File: config.mk
export PLATFORM = sky130hd
export DESIGN_NAME = cp0_exception_unit
export DESIGN_NICKNAME = d
export VERILOG_FILES = /design/src/rtl/cp0_exception_unit.sv
export SDC_FILE = /design/constraint.sdc
export NUM_CORES = 1
export LEC_CHECK = 0
export ABC_AREA = 1
export BUFFER_PORTS_ARGS = -buffer_cell sky130_fd_sc_hd__buf_2
export CAP_MARGIN = 10
export CORE_ASPECT_RATIO = 0.7
export CORE_MARGIN = 1.5
export CORE_UTILIZATION = 50
export DETAILED_ROUTE_END_ITERATION = 8
export GPL_TIMING_DRIVEN = 1
export PLACE_DENSITY = 0.75
export SLEW_MARGIN = 25
export SYNTH_ARGS = -nofsm -noshare
export SYNTH_HDL_FRONTEND = slang
export SYNTH_SLANG_ARGS = --single-unit
File: constraint.sdc
create_clock -name clk -period 2.2 [get_ports clk]
set_input_delay 0.33 -clock clk [delete_from_list [all_inputs] [get_ports clk]]
set_output_delay 0.33 -clock clk [all_outputs]
set_load 0.005 [all_outputs]
File: src/rtl/cp0_exception_unit.sv
// CP0 registers, exception/ERET resolution, timer and interrupt-pending generation for the WB stage.
// Latency: flush/redirect combinational from WB inputs; register updates at the next edge. Backpressure: none.
module cp0_exception_unit #(
  parameter logic [31:0] EXC_ENTRY = 32'hBFC0_0380,
  parameter int unsigned COUNT_DIV = 2
) (
  input  logic        clk,
  input  logic        rst,
  input  logic [8:0]  WB_ExceptType,
  input  logic [31:0] WB_PC,
  input  logic [31:0] WB_ALUOut,
  input  logic        WB_IsDelaySlot,
  input  logic        WB_CP0Wr,
  input  logic [4:0]  WB_CP0Addr,
  input  logic [31:0] WB_OutB,
  input  logic [4:0]  CP0_RdAddr,
  input  logic [5:0]  HWInt,
  output logic [31:0] CP0_RdData,
  output logic        CP0_Flush,
  output logic [31:0] CP0_NPC,
  output logic        CP0_IntPending,
  output logic [31:0] CP0_Status
);

  localparam int DIV_W = (COUNT_DIV > 1) ? $clog2(COUNT_DIV) : 1;
  localparam logic [DIV_W-1:0] DIV_LAST = DIV_W'(COUNT_DIV - 1);

  localparam logic [4:0] ADDR_BADVADDR = 5'd8;
  localparam logic [4:0] ADDR_COUNT    = 5'd9;
  localparam logic [4:0] ADDR_COMPARE  = 5'd11;
  localparam logic [4:0] ADDR_STATUS   = 5'd12;
  localparam logic [4:0] ADDR_CAUSE    = 5'd13;
  localparam logic [4:0] ADDR_EPC      = 5'd14;

  logic [31:0]      badvaddr, count, compare, epc;
  logic [7:0]       im;
  logic             exl, ie, bd, ti;
  logic [5:0]       ip_hw;
  logic [1:0]       ip_sw;
  logic [4:0]       exc_code;
  logic [DIV_W-1:0] div_cnt;

  logic             exc_taken, eret, cp0_wr, count_tick, count_upd;
  logic [4:0]       exc_code_nxt;
  logic             bad_we;
  logic [31:0]      bad_nxt, count_nxt, epc_nxt, cause_rd;
  logic [DIV_W-1:0] div_nxt;
  logic [7:0]       cause_ip;

  // Eret (bit 2) is the lowest priority and is not an exception by itself.
  assign exc_taken = |{WB_ExceptType[8:3], WB_ExceptType[1:0]};
  assign eret      = WB_ExceptType[2];
  assign cp0_wr    = WB_CP0Wr & ~(|WB_ExceptType);

  assign CP0_Flush = ~rst & (exc_taken | eret);
  assign CP0_NPC   = exc_taken ? EXC_ENTRY : epc;
  assign epc_nxt   = WB_IsDelaySlot ? (WB_PC - 32'd4) : WB_PC;

  always_comb begin
    exc_code_nxt = exc_code;
    bad_we       = 1'b0;
    bad_nxt      = WB_ALUOut;
    if (WB_ExceptType[8]) begin
      exc_code_nxt = 5'h00;
    end else if (WB_ExceptType[7]) begin
      exc_code_nxt = 5'h04;
      bad_we       = 1'b1;
      bad_nxt      = WB_PC;
    end else if (WB_ExceptType[6]) begin
      exc_code_nxt = 5'h0A;
    end else if (WB_ExceptType[5]) begin
      exc_code_nxt = 5'h0C;
    end else if (WB_ExceptType[4]) begin
      exc_code_nxt = 5'h08;
    end else if (WB_ExceptType[3]) begin
      exc_code_nxt = 5'h09;
    end else if (WB_ExceptType[0]) begin
      exc_code_nxt = 5'h04;
      bad_we       = 1'b1;
    end else if (WB_ExceptType[1]) begin
      exc_code_nxt = 5'h05;
      bad_we       = 1'b1;
    end
  end

  assign count_tick = (div_cnt == DIV_LAST);

  always_comb begin
    count_nxt = count;
    div_nxt   = count_tick ? '0 : div_cnt + 1'b1;
    count_upd = count_tick;
    if (count_tick) count_nxt = count + 32'd1;
    // A software Count write restarts the divider phase as well.
    if (cp0_wr && WB_CP0Addr == ADDR_COUNT) begin
      count_nxt = WB_OutB;
      div_nxt   = '0;
      count_upd = 1'b1;
    end
  end

  assign cause_ip   = {ip_hw[5] | ti, ip_hw[4:0], ip_sw};
  assign cause_rd   = {bd, ti, 14'b0, cause_ip, 1'b0, exc_code, 2'b0};
  assign CP0_Status = {9'b0, 1'b1, 6'b0, im, 6'b0, exl, ie};
  assign CP0_IntPending = ie & ~exl & (|(cause_ip & im));

  always_comb begin
    CP0_RdData = 32'h0;
    case (CP0_RdAddr)
      ADDR_BADVADDR: CP0_RdData = badvaddr;
      ADDR_COUNT:    CP0_RdData = count;
      ADDR_COMPARE:  CP0_RdData = compare;
      ADDR_STATUS:   CP0_RdData = CP0_Status;
      ADDR_CAUSE:    CP0_RdData = cause_rd;
      ADDR_EPC:      CP0_RdData = epc;
      default:       CP0_RdData = 32'h0;
    endcase
  end

  always_ff @(posedge clk) begin
    if (rst) begin
      badvaddr <= '0;
      count    <= '0;
      compare  <= '0;
      epc      <= '0;
      im       <= '0;
      exl      <= 1'b0;
      ie       <= 1'b0;
      bd       <= 1'b0;
      ti       <= 1'b0;
      ip_hw    <= '0;
      ip_sw    <= '0;
      exc_code <= '0;
      div_cnt  <= '0;
    end else begin
      ip_hw   <= HWInt;
      count   <= count_nxt;
      div_cnt <= div_nxt;
      if (cp0_wr && WB_CP0Addr == ADDR_COMPARE) ti <= 1'b0;
      else if (count_upd && count_nxt == compare) ti <= 1'b1;
      if (cp0_wr) begin
        case (WB_CP0Addr)
          ADDR_COMPARE: compare <= WB_OutB;
          ADDR_STATUS: begin
            im  <= WB_OutB[15:8];
            exl <= WB_OutB[1];
            ie  <= WB_OutB[0];
          end
          ADDR_CAUSE:   ip_sw <= WB_OutB[9:8];
          ADDR_EPC:     epc <= WB_OutB;
          default: ;
        endcase
      end
      // Nested exceptions keep the original EPC/BD so the first handler can still return.
      if (exc_taken) begin
        exc_code <= exc_code_nxt;
        exl      <= 1'b1;
        if (!exl) begin
          epc <= epc_nxt;
          bd  <= WB_IsDelaySlot;
        end
        if (bad_we) badvaddr <= bad_nxt;
      end else if (eret) begin
        exl <= 1'b0;
      end
    end
  end

endmodule

-- After elaboration in Yosys (flattened, before gate mapping)
Cells that the tools add are included.
- flip-flop bits (word level): 154
- latch bits: 0
- bits in writable memories: 0
- memory bits (read-only): 0
- bits of input ports: 125
- logic and storage cells: 88
- memories kept: 0
- add/sub/neg operators: 3
- multiply operators: 0
- div/mod/pow operators: 0
- $lt $le $gt $ge: 0
- eq/ne operators: 12
- shifts and indexed selects: 0
- multiplexer cells: 32
- bitwise operators: 10
- reduce and logical (&&, ||, !) cells: 18
- operators by type and width (operator ; number):
    two-way mux 32 bit ; 10
    one-hot mux 32 bit (6 select lines) ; 1
    == test 5 x 4 -> 1 bit, second input constant ; 11
    two-way mux 5 bit ; 8
    adder 32 x 1 -> 32 bit, second input constant ; 1
    == test 32 bit ; 1
    subtractor 32 x 3 -> 32 bit, second input constant ; 1
    OR reduction 8 bit ; 2
    AND reduction 2 bit ; 7
    two-way mux 1 bit ; 13
    OR reduction 9 bit ; 1
    AND 8 bit ; 1
    nonzero test 8 bit ; 1
    nonzero test 3 bit ; 2
    AND 1 bit ; 4
    logical AND 1 bit ; 3
    NOT 1 bit ; 3
    OR reduction 3 bit ; 1
    bitwise OR 1 bit ; 2
    OR reduction 2 bit ; 1
    adder 1 bit, second input constant ; 1

-- Depth between registers and ports, before layout
- depth in word-level cells: 9
- mapped depth: 18

-- Worst setup path before layout
OpenSTA, ideal clock, no wires.
- path type: in2reg
- start: input WB_PC[2]
- end: register epc[30]
- setup time: 0.110 ns
- arrival: 1.926 ns
- slack: 0.163 ns
- cell stages on the path: 15
- buffers on the path: 0
- cell sequence: inv_1 ha_1 nand2_1 inv_1 nand2_1 nor2_1 nand2_1 nor2_1 nand3_1 nor3_4 nand4_1 o21ai_0 o211ai_1 nand3_1 inv_1
- word-level cells in the longest chain between the ends: 4
- RTL lines (item ; line ; source):
    start, declared ; 10 ; input logic [31:0] WB_PC,
    subtractor 32 x 3 -> 32 bit ; 57 ; assign epc_nxt = WB_IsDelaySlot ? (WB_PC - 32'd4) : WB_PC;
    two-way mux 32 bit ; 57 ;
    two-way mux 32 bit ; 157 ; if (!exl) begin
    two-way mux 32 bit ; 154 ; if (exc_taken) begin
    end signal, assigned ; 149 ; ADDR_EPC: epc <= WB_OutB;
    end signal, assigned ; 158 ; epc <= epc_nxt;
    end, declared ; 35 ; logic [31:0] badvaddr, count, compare, epc;
No other way between the ends.
A chain may end at the register's enable or synchronous reset.

-- Final worst setup path
- start: register count[8]
- end: register ti
- word-level cells in the longest chain between the ends: 5
- RTL lines (item ; line ; source):
    start, declared ; 35 ;
    start signal, assigned ; 136 ; count <= count_nxt;
    adder 32 x 1 -> 32 bit ; 92 ; if (count_tick) count_nxt = count + 32'd1;
    two-way mux 32 bit (*) ; 92 ;
    two-way mux 32 bit (*) ; 94 ; if (cp0_wr && WB_CP0Addr == ADDR_COUNT) begin
    == test 32 bit (*) ; 139 ; else if (count_upd && count_nxt == compare) ti <= 1'b1;
    logical AND 1 bit (*) ; 139 ;
    end signal, assigned ; 129 ; ti <= 1'b0;
    end signal, assigned ; 138 ; if (cp0_wr && WB_CP0Addr == ADDR_COMPARE) ti <= 1'b0;
    end signal, assigned ; 139 ;
    end, declared ; 37 ; logic exl, ie, bd, ti;
Mark *: on every way between the ends. The rest lies on a longest branch, timed or not.

==> PnR_summary.wiki <==
{| class="wikitable"
! Metric !! Value
|-
| Max-Slew Margin vs Limit || 0.6070
|-
| Critical path buffers and inverters || 1
|-
| Footprint of the multi-input gates || 0.005902 mm²
|-
| Commonest cells after routing, fill and taps aside || nand2_1, inv_1, buf_2, nor2_1, buf_4
|-
| Antenna Diode Count || 0
|-
| Largest fanout of any net on the critical path || 4
|-
| Seq cells post-synth || 153
|-
| Synth cell types || 51
|-
| TritonCTS clock tree || built
|-
| CP max-delay cell || dfxtp_1
|-
| Initial detailed-routing violation count || 1610
|-
| EDFF count, synth || 0
|-
| Setup Slack @ Placement || -0.4085 ns
|-
| Data required time of the worst path || 2.57 ns
|-
| Number of nets in the finished design || 2056
|-
| Count of boundary I/O pins || 223
|-
| Initial antenna violation count || 0
|-
| Share of Yosys cell area claimed by the top area cell type || 0.3087
|-
| Sum of overflow across all layers after global routing || 0
|-
| Least-Margin Pin Slew || 0.5875 ns
|-
| Clock Root Buffer || clkbuf_16
|-
| Pwr per Cell Area || 516.8 mW/mm²
|-
| Post-place instance area || 0.01222 mm²
|-
| Number of filler cells placed in the layout || 1708
|-
| Worst Setup Slack, final || -0.03787 ns
|-
| Std cell rows || 42
|-
| First drt pass iteration count || 6
|-
| Core box area || 0.01918 mm²
|-
| Max-slew violation count || 0
|-
| Detail-routed via count per cell || 5.784
|-
| Mean area per synthesized cell || 6.197 µm²
|-
| Violated checks || negative setup slack
|-
| Signal arrival time at the worst endpoint || 2.61 ns
|-
| Die width || 171.4 µm
|-
| Setup clock skew after layout || 0.01007 ns
|-
| Initial Utilization || 0.5172
|-
| Clock transition at path regs || 0.07 ns
|-
| First-pass GRT wire length || 61850 µm
|-
| Cell area after synthesis || 0.009921 mm²
|-
| Detailed-route via count || 12760
|-
| GRT Max-Usage Layer || met2
|-
| Async set or reset register ratio after synthesis || 0
|-
| Cell types with the largest area share after synthesis || dfxtp_1, nand2_1, inv_1
|-
| Fraction of met2 tracks used by global routing || 0.6308
|-
| Final Critical Period || 2.238 ns
|-
| Setup-violating endpoint count in the final report || 1
|-
| Result of the run || finished, violations left
|-
| Yosys warning total || 0
|-
| Die Footprint || 0.02071 mm²
|-
| Gr usage total || 0.3983
|-
| Final routed DRC violation total || 0
|-
| Max-cap viol count || 0
|-
| Leakage power of the design || 6.241 nW
|-
| Cells along the critical path || nand2_1 -> nor2_4 -> nand2_1 -> nor2_4 -> buf_6 -> nand2_4 -> nand2_2 -> nand3_4 -> nand2_2 -> nand2_2 -> nand2_4 -> nand3_4 -> nor2_4 -> nand3_2 -> nor2_1 -> nand2_1 -> a21oi_2
|-
| Top Family by Delay on Critical Path || simple AND/OR/NAND/NOR gates
|-
| Count of port buffers added during placement || 200
|-
| Largest stage delay on the critical path || 0.38 ns
|-
| Met3 track demand over resource in global routing || 0.07241
|-
| Clock sink total || 153
|-
| CTS HTree Levels || 4
|-
| Height of the die || 120.9 µm
|-
| Nature of the critical path startpoint || flip-flop
|-
| R2R setup slack || -0.04 ns
|-
| Sequential cell area || 0.003092 mm²
|-
| Met1 usage in global routing || 0.5299
|-
| Setup TNS after final layout || -0.03787 ns
|-
| P&R area growth vs syn || 34.97%
|-
| Worst min path class || in -> reg
|-
| Synthesized instance count || 1601
|-
| Max clock buf depth || 2
|-
| Total power of the final layout || 0.006920 W
|-
| Highest ir drop seen on vdd || 0.5087 mV
|-
| Proportion of layout cells with a drive suffix above 1 || 0.2775
|-
| Avg WL per Cell || 19.23 µm
|-
| Cell type contributing the most total cell area after synthesis || dfxtp_1
|-
| Portion of the post-synthesis area used by sequential elements || 0.3087
|-
| Source-to-sink clock delay at the later pin of the worst-skew pair || 0.44 ns
|-
| Final clock period utilization by the worst path || 1.017
|-
| Predominant post-synthesis flop cell || dfxtp_1
|-
| Residual antenna-violating net count after detailed routing || 0
|-
| Sort of element at the end of the critical path || flip-flop
|-
| FMAX || 446.9 MHz
|-
| Most common cell after layout, fill and taps aside || nand2_1
|-
| Hold bufs inserted after CTS || 0
|-
| Final instance area || 0.01339 mm²
|-
| Routability congestion estimate || 0.9949
|-
| Largest net degree at the start of global routing || 93
|-
| Kind of critical path || reg -> reg
|-
| Number of global-route vias before repair || 11180
|-
| Post-DP HPWL || 32390 µm
|-
| Routed WL || 42420 µm
|-
| Number of clock buffers inserted by TritonCTS || 17
|-
| Fin. Hold Viols || 0
|-
| Setup repair after global routing missed its margin || yes
|}
## per-stage QoR
step / hold WS (ns) / cells / utilization
5_1_grt: 0.1129 / 2206 / 0.6981
2_1_floorplan: 0.4370 / 1621 / -
3_5_place_dp: 0.4580 / 2157 / 0.6372
3_3_place_gp: 0.4523 / 2157 / 0.6372
4_1_cts: 0.08573 / 2191 / 0.6722
6_report: 0.09451 / 2206 / 0.6981
## synth_stat cells (5+ instances only)
library cell  count
nand2_1         334
inv_1           229
nor2_1          219
dfxtp_1         153
o21ai_0         125
nand3_1         116
a21oi_1          91
clkbuf_1         58
a211oi_1         32
nand4_1          28
buf_4            27
a221oi_1         19
o211ai_1         19
a22oi_1          14
nor3_1           14
o22ai_1          13
a31oi_1          12
or2_2            12
o221ai_1         10
a221o_1           8
buf_6             5
nor2_2            5
o2111ai_1         5
## worst min-delay path: cells and delay by family
| kind | cells | cell delay (ns) |
|---|---|---|
| buffers and inverters | 2 | 0.14 |
| and+or+nand+nor | 1 | 0.03 |
## layout make-up
class,instances,share of cell area
repair buffers,384,0.1925
clock inverters,13,0.01056
flip-flops and latches,153,0.2309
multi-input cells,1137,0.4408
clock buffers,19,0.03383
well taps,264,0.02467
inverters,236,0.06681
## sequential cells by signal, summed over array words and instances, names as in the netlist, 2 cells and up
| register | count |
|---|---|
| compare | 32 |
| im | 8 |
| count | 32 |
| ip_sw | 2 |
| badvaddr | 32 |
| exc_code | 4 |
| epc | 32 |
| ip_hw | 6 |
## kinds of logic (layout without fill, tap and decap cells)
logic type      count (synthesis)  after routing  share of synthesized area
mux                             1              1                   0.001009
flops                         153            153                     0.3087
compound gates                360            360                     0.2216
xor+xnor                        6              6                   0.005297
simple gates                  746            746                     0.3205
buf+inv                       331            652                     0.1396
other cells                     2             22                  0.0007570
fa+ha+maj                       2              2                   0.002522
## layer usage
metal,wire length [µm],part of all wire
met1,17240,0.41
met2,18550,0.44
met3,4738,0.11
met4,1894,0.045
met5,0,0
## where the power goes
| part | internal [W] | leakage (nW) | switching [W] |
|---|---|---|---|
| clock network | 0.00174 | 0.287 | 0.00132 |
| logic | 0.000348 | 4.69 | 0.000564 |
| registers | 0.00287 | 1.26 | 0.0000722 |
| total | 0.00496 | 6.24 | 0.00196 |
## final timing paths
kind,from,to,cells after the start
max,count[8],ti,17
min,HWInt[1],ip_hw[1],3
max reg2reg,count[8],ti,17
min reg2reg,exc_code[3],exc_code[3],2
## timing repair
action	in CTS	in global routing
gates cloned	0	0
pin swaps	3	41
setup endpoints to repair	19	24
gates resized for setup	13	116
buffers inserted	2	15
Power figures use the tool's default switching activity.
